File: src/rtl/idex_latch_pkg.sv
// Shared pipeline definitions for the ID/EX latch.
// Holds the ID/EX FSM state encoding, the default control-bundle width,
// the control-bundle field positions and the debug counter width.
package idex_latch_pkg;

    // Default width of the packed ID control bundle.
    localparam int unsigned PKG_BITS_CTRL = 16;

    // Width of the debug load counter.
    localparam int unsigned DBG_CNT_W = 32;

    // ID/EX FSM state encoding.
    localparam logic [0:0] ST_RUN    = 1'b0;
    localparam logic [0:0] ST_HALTED = 1'b1;

    // Bit positions of the fields inside the control bundle.
    localparam int unsigned CTRL_REG_DST    = 0;
    localparam int unsigned CTRL_ALU_SRC    = 1;
    localparam int unsigned CTRL_MEM_TO_REG = 2;
    localparam int unsigned CTRL_REG_WRITE  = 3;
    localparam int unsigned CTRL_MEM_READ   = 4;
    localparam int unsigned CTRL_MEM_WRITE  = 5;
    localparam int unsigned CTRL_BRANCH     = 6;
    localparam int unsigned CTRL_JUMP       = 7;
    localparam int unsigned CTRL_ALU_OP_LSB = 8;
    localparam int unsigned CTRL_ALU_OP_MSB = 11;
    localparam int unsigned CTRL_WIDTH_LSB  = 12;
    localparam int unsigned CTRL_WIDTH_MSB  = 13;
    localparam int unsigned CTRL_UNSIGNED   = 14;
    localparam int unsigned CTRL_LINK       = 15;

endpackage

File: src/rtl/idex_dbg_counter.sv
// Wrapping debug counter of valid ID/EX loads.
// Ports:
//   i_clk, i_reset : clock, asynchronous active-high reset
//   i_inc          : add one on this edge
//   o_count        : registered count, wraps from all-ones to zero
module idex_dbg_counter
    import idex_latch_pkg::*;
(
    input  logic                 i_clk,
    input  logic                 i_reset,
    input  logic                 i_inc,
    output logic [DBG_CNT_W-1:0] o_count
);

    // Natural modulo-2^N wrap of the adder provides the roll-over.
    always_ff @(posedge i_clk or posedge i_reset) begin
        if (i_reset) begin
            o_count <= '0;
        end else if (i_inc) begin
            o_count <= o_count + DBG_CNT_W'(1);
        end
    end

endmodule

File: src/rtl/idex_latch.sv
// ID/EX pipeline latch with debug stepping, flush, hold and HALT capture.
// Optional feature: define IDEX_DEBUG_CNT_EN to include the valid-load counter
// on o_dbg_count; otherwise o_dbg_count is tied to zero.
// Ports:
//   i_clk, i_reset          : clock, asynchronous active-high reset
//   i_step                  : 0 freezes all state
//   i_flush / i_hold        : insert bubble / keep current entry
//   i_valid, i_halt         : ID instruction is real / is HALT
//   i_ctrl, i_rs, i_rt, i_extension_result, i_pc4, i_addr_* : ID payload
//   o_*                     : registered EX copies, o_valid, sticky o_halt
//   o_dbg_count             : valid-load count (zero when feature disabled)
module idex_latch
    import idex_latch_pkg::*;
#(
    parameter int unsigned BITS_SIZE = 32,
    parameter int unsigned BITS_REGS = 5,
    parameter int unsigned BITS_CTRL = PKG_BITS_CTRL
) (
    input  logic                 i_clk,
    input  logic                 i_reset,
    input  logic                 i_step,
    input  logic                 i_flush,
    input  logic                 i_hold,
    input  logic                 i_valid,
    input  logic                 i_halt,
    input  logic [BITS_CTRL-1:0] i_ctrl,
    input  logic [BITS_SIZE-1:0] i_rs,
    input  logic [BITS_SIZE-1:0] i_rt,
    input  logic [BITS_SIZE-1:0] i_extension_result,
    input  logic [BITS_SIZE-1:0] i_pc4,
    input  logic [BITS_REGS-1:0] i_addr_rs,
    input  logic [BITS_REGS-1:0] i_addr_rt,
    input  logic [BITS_REGS-1:0] i_addr_rd,
    output logic [BITS_CTRL-1:0] o_ctrl,
    output logic [BITS_SIZE-1:0] o_rs,
    output logic [BITS_SIZE-1:0] o_rt,
    output logic [BITS_SIZE-1:0] o_extension_result,
    output logic [BITS_SIZE-1:0] o_pc4,
    output logic [BITS_REGS-1:0] o_addr_rs,
    output logic [BITS_REGS-1:0] o_addr_rt,
    output logic [BITS_REGS-1:0] o_addr_rd,
    output logic                 o_valid,
    output logic                 o_halt,
    output logic [DBG_CNT_W-1:0] o_dbg_count
);

    logic [0:0]           state;
    logic [0:0]           state_n;
    logic [BITS_CTRL-1:0] ctrl_n;
    logic [BITS_SIZE-1:0] rs_n;
    logic [BITS_SIZE-1:0] rt_n;
    logic [BITS_SIZE-1:0] ext_n;
    logic [BITS_SIZE-1:0] pc4_n;
    logic [BITS_REGS-1:0] addr_rs_n;
    logic [BITS_REGS-1:0] addr_rt_n;
    logic [BITS_REGS-1:0] addr_rd_n;
    logic                 valid_n;
    logic                 halt_n;

    // Next-state and next-entry selection: flush, then HALTED, then hold, then load.
    always_comb begin
        state_n   = state;
        ctrl_n    = o_ctrl;
        rs_n      = o_rs;
        rt_n      = o_rt;
        ext_n     = o_extension_result;
        pc4_n     = o_pc4;
        addr_rs_n = o_addr_rs;
        addr_rt_n = o_addr_rt;
        addr_rd_n = o_addr_rd;
        valid_n   = o_valid;
        halt_n    = o_halt;

        if (i_step) begin
            if (i_flush || (state == ST_HALTED)) begin
                // Bubble: o_halt is deliberately left as is.
                ctrl_n    = '0;
                rs_n      = '0;
                rt_n      = '0;
                ext_n     = '0;
                pc4_n     = '0;
                addr_rs_n = '0;
                addr_rt_n = '0;
                addr_rd_n = '0;
                valid_n   = 1'b0;
            end else if (!i_hold) begin
                ctrl_n    = i_ctrl;
                rs_n      = i_rs;
                rt_n      = i_rt;
                ext_n     = i_extension_result;
                pc4_n     = i_pc4;
                addr_rs_n = i_addr_rs;
                addr_rt_n = i_addr_rt;
                addr_rd_n = i_addr_rd;
                valid_n   = i_valid;
                if (i_valid && i_halt) begin
                    state_n = ST_HALTED;
                    halt_n  = 1'b1;
                end
            end
        end
    end

    // State and output registers.
    always_ff @(posedge i_clk or posedge i_reset) begin
        if (i_reset) begin
            state              <= ST_RUN;
            o_ctrl             <= '0;
            o_rs               <= '0;
            o_rt               <= '0;
            o_extension_result <= '0;
            o_pc4              <= '0;
            o_addr_rs          <= '0;
            o_addr_rt          <= '0;
            o_addr_rd          <= '0;
            o_valid            <= 1'b0;
            o_halt             <= 1'b0;
        end else begin
            state              <= state_n;
            o_ctrl             <= ctrl_n;
            o_rs               <= rs_n;
            o_rt               <= rt_n;
            o_extension_result <= ext_n;
            o_pc4              <= pc4_n;
            o_addr_rs          <= addr_rs_n;
            o_addr_rt          <= addr_rt_n;
            o_addr_rd          <= addr_rd_n;
            o_valid            <= valid_n;
            o_halt             <= halt_n;
        end
    end

`ifdef IDEX_DEBUG_CNT_EN
    // Count only real loads that place a valid instruction into EX.
    logic load_valid_c;
    assign load_valid_c = i_step && !i_flush && (state == ST_RUN) && !i_hold && i_valid;

    idex_dbg_counter u_dbg_counter (
        .i_clk   (i_clk),
        .i_reset (i_reset),
        .i_inc   (load_valid_c),
        .o_count (o_dbg_count)
    );
`else
    assign o_dbg_count = '0;
`endif

endmodule

File: config.mk
export PLATFORM = sky130hd
export DESIGN_NAME = idex_latch
export DESIGN_NICKNAME = d
export VERILOG_FILES = /design/src/rtl/idex_latch_pkg.sv /design/src/rtl/idex_dbg_counter.sv /design/src/rtl/idex_latch.sv
export SDC_FILE = /design/constraint.sdc
export NUM_CORES = 1
export LEC_CHECK = 0
export CAP_MARGIN = 20
export CORE_MARGIN = 1
export CORE_UTILIZATION = 30
export CTS_CLUSTER_DIAMETER = 40
export DETAILED_ROUTE_END_ITERATION = 6
export SYNTH_ARGS = -nofsm -noshare
export SYNTH_HDL_FRONTEND = slang
export SYNTH_SLANG_ARGS = --single-unit
File: constraint.sdc
create_clock -name i_clk -period 6.4 [get_ports i_clk]
set_input_delay 0.96 -clock i_clk [delete_from_list [all_inputs] [get_ports i_clk]]
set_output_delay 0.96 -clock i_clk [all_outputs]
set_load 0.03 [all_outputs]
==> impl_metrics.ini, run 1 <==
[timing]
fmax_mhz = 332
fin_worst_skew_ns = 0.0102
period_share_pct = 47.0
setup_violations = 0
worst_pin_slew_ns = 0.983
rsz0062_at_grt = false
setup_slack_ns = 3.39
maxSlewViolCount = 0
final_hold_viol_count = 0
whs_ns = 0.503
tns_ns = 0
max_slew_margin_pct = 34.5
fin_crit_ns = 3.01

[critical_path]
crit_buf_inv = 3
slowest_stage = buf_4
arrival_ns = 3.35
rrSetupSlack_ns = 3.96
path_common_cell = buf_4
crit_type = input pin to register
critPathCaptureType = register
r2r-start = state$_DFFE_PP0P_
startpoint_type = input pin
crit_chain = clkdlybuf4s50_1, or2_2, buf_4, nor3_4, buf_4, a22o_1
slowest_delay_ns = 0.76
reg2reg_depth = 5
path_delay_family = buffers and inverters
cp_max_fo = 91
required_ns = 6.75
rr_endpoint = o_rt[27]$_DFFE_PP0P_

[yosys]
syn-cell-area_um2 = 6600
ys_seq_area_share_pct = 61.0
synth_warnings = 0
syn_area_per_cell_um2 = 13.4
yosys_register_bits = 161
synth_cell_type_count = 20
syn_inst = 494

[run_status]
outcome = complete, no violations

[clocking]
cts_tree = built
h-tree-depth = 4
cts_num_sinks = 161
post_cts_buffers = 0
clock_path_buffers = 2
cts_hold_buffers = 0
cts.repair.resized = 0
cts_made_buffers = 17
cts_root_buffer = clkbuf_16
clk_latency_ns = 0.42
worst_setup_hold_path_clk_slew_ns = 0.07

[floorplanning]
dieArea_um2 = 22600
pin_count = 359
die_x_um = 150
rows = 53
coreArea_um2 = 21300
initial_utilization_pct = 31.0
die_h_um = 150

[power_and_ir_drop]
irDropWorstVdd_mv = 0.158
p_per_area_nw_per_um2 = 256
p_leak_nw = 4.45
p_total_mw = 2.70

[run]
drv_cap = 0

[place]
post-dp-hpwl_mm = 14.3
numPortBuffers = 326
gp_congestion = 0.793
place_inst = 1050
place_worst_setup_slack_ns = 2.99
post_dp_cell_area_um2 = 9880

[global_route]
grt_overflow_total = 0
grt_max_degree = 99
grt_pass1_wl_mm = 31.5
first_global_vias = 5445
grtUsageTotal_pct = 18.4
antenna_found_initial = 0

[finish]
stdcell_count = 1081
insertedDiodeCount = 0
multiInputGateArea_um2 = 2180
drive_gt1_share_pct = 5.71
ff_latch_area_um2 = 4030
nNetsFinal = 960
area_growth_syn_to_layout_pct = 59.4
final_util_pct = 49.4
fillCellCount = 1865
stdcell_area_um2 = 10500

[hold_path]
hold_class = register to register
hp-start = o_rs[3]$_DFFE_PP0P_
hold_depth = 1
min_to = o_rs[3]$_DFFE_PP0P_

[routing]
ant_nets = 0
drt_iter0_drc = 279
drc_errors = 0
wl_per_cell_um = 19.4
vias = 5462
routed_via_density = 5.05
wl_mm = 21.0
dr.pass1.iters = 6
[synth_stat cells (all sizes together)]
cell	count	share of area (%)
nor2	1	0.057
o2bb2ai	69	9.2
o21bai	1	0.11
or2	1	0.095
clkbuf	39	2.2
and3	10	0.95
a22o	81	11
a21o	1	0.11
a221o	10	1.5
dfrtp	161	61
a22oi	69	7.8
nor2b	1	0.095
nand3	1	0.076
buf	45	5.6
nor3	1	0.25
conb	1	0.057
inv	2	0.11
[flip-flops by register name, summed over array words and instances (netlist names)]
register / count
o_addr_rd: 5
o_addr_rs: 5
o_addr_rt: 5
o_ctrl: 16
o_extension_result: 32
o_pc4: 32
o_rs: 32
o_rt: 32
o_valid: 1
state: 1
[area by class of cell]
type / instances / area share, %
clock buffers: 17 / 4.04
repair buffers: 334 / 31.5
well taps: 275 / 3.27
clock inverters: 14 / 2.05
inverters: 2 / 0.119
flip-flops and latches: 161 / 38.3
multi-input cells: 278 / 20.7
[cells in the final DEF (no fill, tap or decap), drive strengths merged]
cell type      netlist  layout
nand3                1       1
a22o                81      81
inv                  2      10
conb                 1      32
clkdlybuf4s50        0     325
a21o                 1       1
dfrtp              161     161
o21bai               1       1
buf                 45       9
clkbuf              39      17
clkinv               0       1
clkinvlp             0       1
nor2                 1       1
a22oi               69      69
bufinv               0       4
nor2b                1       1
or2                  1       1
nor3                 1       1
and3                10      10
a221o               10      10
o2bb2ai             69      69
[layer usage]
| metal | part of all wire, % | GRT usage, % | wire (um) |
|---|---|---|---|
| met1 | 40 | 22.7 | 8400 |
| met2 | 48 | 29.3 | 10100 |
| met3 | 9.7 | 6.70 | 2030 |
| met4 | 2.3 | 6.82 | 478 |
| met5 | 0 | 0 | 0 |
[report_power, final]
| group | total [mW] | leakage [nW] | internal (mW) | switching [mW] |
|---|---|---|---|---|
| Clock | 1.12 | 0.314 | 0.668 | 0.448 |
| Combinational | 0.478 | 1.91 | 0.216 | 0.262 |
| Sequential | 1.10 | 2.22 | 1.07 | 0.0365 |
[worst max-delay path by stage]
| stage | from | endpoint | slack [ns] | cells past startpoint |
|---|---|---|---|---|
| finish | i_flush | o_rt[27]$_DFFE_PP0P_ | 3.39 | 6 |
| global route | i_flush | o_rt[26]$_DFFE_PP0P_ | 3.27 | 6 |
| CTS | i_flush | o_rt[27]$_DFFE_PP0P_ | 3.41 | 6 |
| detailed placement | i_flush | o_rt[18]$_DFFE_PP0P_ | 2.99 | 6 |
| global placement | i_flush | o_extension_result[29]$_DFFE_PP0P_ | 3.08 | 6 |
| floorplan | i_reset | o_addr_rd[0]$_DFFE_PP0P_ | 1.09 | 1 |
[worst register-to-register path, stage by stage (launching register included)]
cell and delay (ns):
dfrtp_1 0.40, or2_2 0.30, buf_4 0.35, nor3_4 0.22, buf_4 0.76, a22o_1 0.35
[logic make-up after synthesis]
family                 count (synthesis)  synth area share, %
AOI/OAI and AO/OA                    231                 29.5
buffers and inverters                 86                 7.90
DFF                                  161                 61.0
other                                  1               0.0568
and+or+nand+nor                       15                 1.52
(Power assumes the default switching activity.)
==> run 2, diff against run 1 <==
PLACE_DENSITY = 0.67   (was not set)
clock period = 2.7 ns   (was 6.4 ns; I/O delays follow)
==> impl_metrics.ini, run 2 (same netlist as run 1, synthesis figures left out) <==
[finish]
area_growth_syn_to_layout_pct = 59.6
stdcell_area_um2 = 10500
final_util_pct = 49.5
insertedDiodeCount = 0
mostFrequentLayoutCell = clkdlybuf4s50_1
nNetsFinal = 965
most-common-layout-cells = clkdlybuf4s50_1 (325), dfrtp_1 (161), a22o_1 (81)
drive_gt1_share_pct = 6.28
stdcell_count = 1087

[floorplanning]
rows = 53
die_x_um = 150
initial_utilization_pct = 31.0
die_h_um = 150
pin_count = 359
dieArea_um2 = 22600
coreArea_um2 = 21300

[timing]
rsz0062_at_grt = false
worst_pin_slew_ns = 0.769
tns_ns = 0
maxSlewViolCount = 0
max_slew_margin_pct = 48.7
final_hold_viol_count = 0
fmax_mhz = 514
setup_violations = 0
period_share_pct = 72.1
fin_crit_ns = 1.95
fin_worst_skew_ns = 0.00878

[clocking]
clock_path_buffers = 2
cts_hold_buffers = 0
cts_made_buffers = 17
post_cts_buffers = 0
cts.repair.resized = 0
clk_latency_ns = 0.42
cts_root_buffer = clkbuf_16
cts_num_sinks = 161
cts_tree = built
worst_setup_hold_path_clk_slew_ns = 0.07
h-tree-depth = 4

[routing]
wl_mm = 20.7
ant_nets = 0
wl_per_cell_um = 19.0
drt_iter0_drc = 261
vias = 5463
dr.pass1.iters = 4
drc_errors = 0
routed_via_density = 5.03

[power_and_ir_drop]
p_per_area_nw_per_um2 = 573
p_total_mw = 6.04
p_leak_nw = 4.45
irDropWorstVdd_mv = 0.466

[critical_path]
path_delay_family = buffers and inverters
slowest_stage = clkdlybuf4s50_1
required_ns = 2.30
startpoint_type = register
reg2reg_depth = 4
rrSetupSlack_ns = 1.09
crit_buf_inv = 1
critPathCaptureType = output pin
crit_type = register to output pin
rr_endpoint = o_extension_result[11]$_DFFE_PP0P_
cp_max_fo = 3
r2r-start = state$_DFFE_PP0P_
crit_chain = clkdlybuf4s50_1
slowest_delay_ns = 0.73
arrival_ns = 1.54

[global_route]
met2_usage_pct = 28.4
antenna_found_initial = 0
grt_overflow_total = 0
grtUsageTotal_pct = 18.2
grt_pass1_wl_mm = 31.4
grt_max_degree = 92
grt_use_met1_pct = 23.8
grt.busiest_layer = met2
use_met3_pct = 5.55
first_global_vias = 5417

[place]
post-dp-hpwl_mm = 13.8
gp_congestion = 0.756
place_inst = 1055
numPortBuffers = 326
post_dp_cell_area_um2 = 9990

[run_status]
outcome = complete, no violations

[hold_path]
hold_class = input pin to asynchronous set/reset pin

[run]
drv_cap = 0
## run 2: layout make-up
type | instances | area [um^2]
Timing Repair Buffer | 339 | 3430
Inverter | 2 | 11.3
Tap cell | 275 | 344
Clock buffer | 19 | 443
Fill cell | 1926 | 10800
Multi-Input combinational cell | 278 | 2180
Sequential cell | 161 | 4030
Clock inverter | 13 | 103
## run 2: per-stage QoR
step	hold WS [ns]	setup WS, ns
3_3_place_gp	0.482	0.649
5_1_grt	0.511	0.684
4_1_cts	0.485	0.722
3_5_place_dp	0.481	0.634
2_1_floorplan	0.501	0.252
6_report	0.467	0.754
## run 2: how the worst max path moves through the flow
stage | start | end | slack, ns | depth (start not counted)
after floorplan | i_reset | o_addr_rd[0]$_DFFE_PP0P_ | 0.25 | 1
after CTS | o_valid$_DFFE_PP0P_ | o_valid | 0.72 | 1
after global routing | o_valid$_DFFE_PP0P_ | o_valid | 0.68 | 1
final | o_valid$_DFFE_PP0P_ | o_valid | 0.75 | 1
after detailed placement | i_flush | o_extension_result[11]$_DFFE_PP0P_ | 0.63 | 5
after global placement | i_flush | o_addr_rs[3]$_DFFE_PP0P_ | 0.65 | 4
## run 2: per-layer routing
metal	routed length, um	vias up
met1	8980	2737
li1	-	2485
met5	0	-
met2	9760	218
met3	1510	23
met4	425	0
## run 2: power by group
part           internal, mW  switching (mW)
Combinational         0.529           0.627
Sequential             2.53          0.0823
Clock                  1.22            1.05
Total                  4.28            1.76
==> run 3, diff against run 2 <==
PLACE_DENSITY = not set   (was 0.67)
clock period = 1.8 ns   (was 2.7 ns; I/O delays follow)
==> impl_metrics.ini, run 3 (same netlist as run 1, synthesis figures left out) <==
[run_status]
outcome = complete, no violations

[global_route]
antenna_found_initial = 2
first_global_vias = 5677
grtUsageTotal_pct = 18.9
grt_pass1_wl_mm = 32.5
grt_overflow_total = 0
grt_max_degree = 87

[finish]
multiInputGateArea_um2 = 2180
final_util_pct = 50.5
most-common-layout-cells = clkdlybuf4s50_1 (236), dfrtp_1 (161), a22o_1 (81)
area_growth_syn_to_layout_pct = 62.9
drive_gt1_share_pct = 6.86
nNetsFinal = 969
ff_latch_area_um2 = 4030
mostFrequentLayoutCell = clkdlybuf4s50_1
fillCellCount = 1837
stdcell_area_um2 = 10800

[clocking]
post_cts_buffers = 0
clk_latency_ns = 0.43
clock_path_buffers = 2
cts_made_buffers = 17
cts_root_buffer = clkbuf_16
h-tree-depth = 4
cts_num_sinks = 161
cts_tree = built
worst_setup_hold_path_clk_slew_ns = 0.07

[routing]
vias = 5539
wl_per_cell_um = 19.6
wl_mm = 21.4
ant_nets = 0
drc_errors = 0
drt_iter0_drc = 228
dr.pass1.iters = 4
routed_via_density = 5.07

[floorplanning]
dieArea_um2 = 22600
rows = 53
die_h_um = 150
initial_utilization_pct = 31.0
pin_count = 359
die_x_um = 150
coreArea_um2 = 21300

[critical_path]
slowest_stage = clkdlybuf4s50_1
path_delay_family = buffers and inverters
crit_chain = clkdlybuf4s50_1
cp_max_fo = 2
required_ns = 1.53
crit_path_start = o_rt[29]$_DFFE_PP0P_
startpoint_type = register
critPathCaptureType = output pin
crit_type = register to output pin
r2r-start = state$_DFFE_PP0P_
slowest_delay_ns = 0.71
crit_buf_inv = 1
arrival_ns = 1.49

[timing]
period_share_pct = 97.8
whs_ns = 0.341
tns_ns = 0
fin_worst_skew_ns = 0.00897
max_slew_margin_pct = 51.0
worst_pin_slew_ns = 0.736
rsz0062_at_grt = false
fmax_mhz = 568
final_hold_viol_count = 0
fin_crit_ns = 1.76
maxSlewViolCount = 0
setup_violations = 0

[place]
numPortBuffers = 326
post_dp_cell_area_um2 = 10000
gp_congestion = 0.774
post-dp-hpwl_mm = 15.1

[power_and_ir_drop]
p_per_area_nw_per_um2 = 878
switchingPower_mw = 2.65
p_sw_share_pct = 28.1
p_leak_nw = 5.70
p_clk_share_pct = 40.4
p_int_mw = 6.78
seq_power_share_pct = 41.5
irDropWorstVdd_mv = 0.578
power_frac_comb_pct = 18.1

[hold_path]
hold_class = input pin to asynchronous set/reset pin

[run]
drv_cap = 0
run 3: cell types whose count changed in the layout (fill, tap and decap cells not counted), moves of 2 or more:
cell / previous run / this run
bufinv_16: 0 / 3
clkdlybuf4s50_1: 325 / 236
dlymetal6s2s_1: 0 / 59
dlygate4sd2_1: 0 / 30
inv_8: 1 / 3
buf_4: 7 / 11
clkinv_4: 3 / 0
run 3: final timing paths:
check,endpoint,slack [ns],cells after the start
worst max-delay path,o_rt[29],0.04,1
worst min-delay path,o_pc4[5]$_DFFE_PP0P_,0.34,3
worst max register to register,o_extension_result[13]$_DFFE_PP0P_,0.23,4
worst min register to register,o_rt[28]$_DFFE_PP0P_,0.50,1
max in group asynchronous,o_addr_rd[4]$_DFFE_PP0P_,1.05,3
min in group i_clk,o_pc4[9]$_DFFE_PP0P_,0.38,3
run 3: what timing repair did:
| action | CTS | global route |
|---|---|---|
| endpoints found under the hold margin | 0 | 0 |
| resized for setup | 30 | 59 |
| hold buffers | 0 | 0 |
| setup endpoints to repair | 30 | 59 |
run 3: area by class of cell:
cell class | instances | area share, %
sequential | 161 | 37.5
inverter | 2 | 0.105
clock buffer | 17 | 3.96
antenna | 1 | 0.0233
multi-input combinational | 278 | 20.2
clock inverter | 15 | 1.79
timing repair buffer | 343 | 33.2
tap | 275 | 3.20
run 3: power groups by stage:
stage          sequential, mW  combinational [mW]  clock [mW]
3_5_place_dp             3.98                1.76           0
2_1_floorplan            4.31               0.578           0
5_1_grt                  3.94                1.82        4.08
6_report                 3.92                1.71        3.81
4_1_cts                  3.92                1.74        3.92
3_3_place_gp             3.98                1.74           0
run 3: per-stage QoR:
step	setup slack, ns	power, mW	std cells
finish	0.0392	9.43	1092
floorplan	-0.513	4.89	525
CTS	0.000678	9.58	1091
global route	0.000404	9.84	1091
global placement	0.00762	5.72	1059
detailed placement	-0.0442	5.74	1059
run 3: layer usage:
layer / track usage, % / routed length [um]
met1: 22.9 / 8460
met2: 31.2 / 10600
met3: 6.76 / 1920
met4: 6.41 / 356
met5: 0 / 13
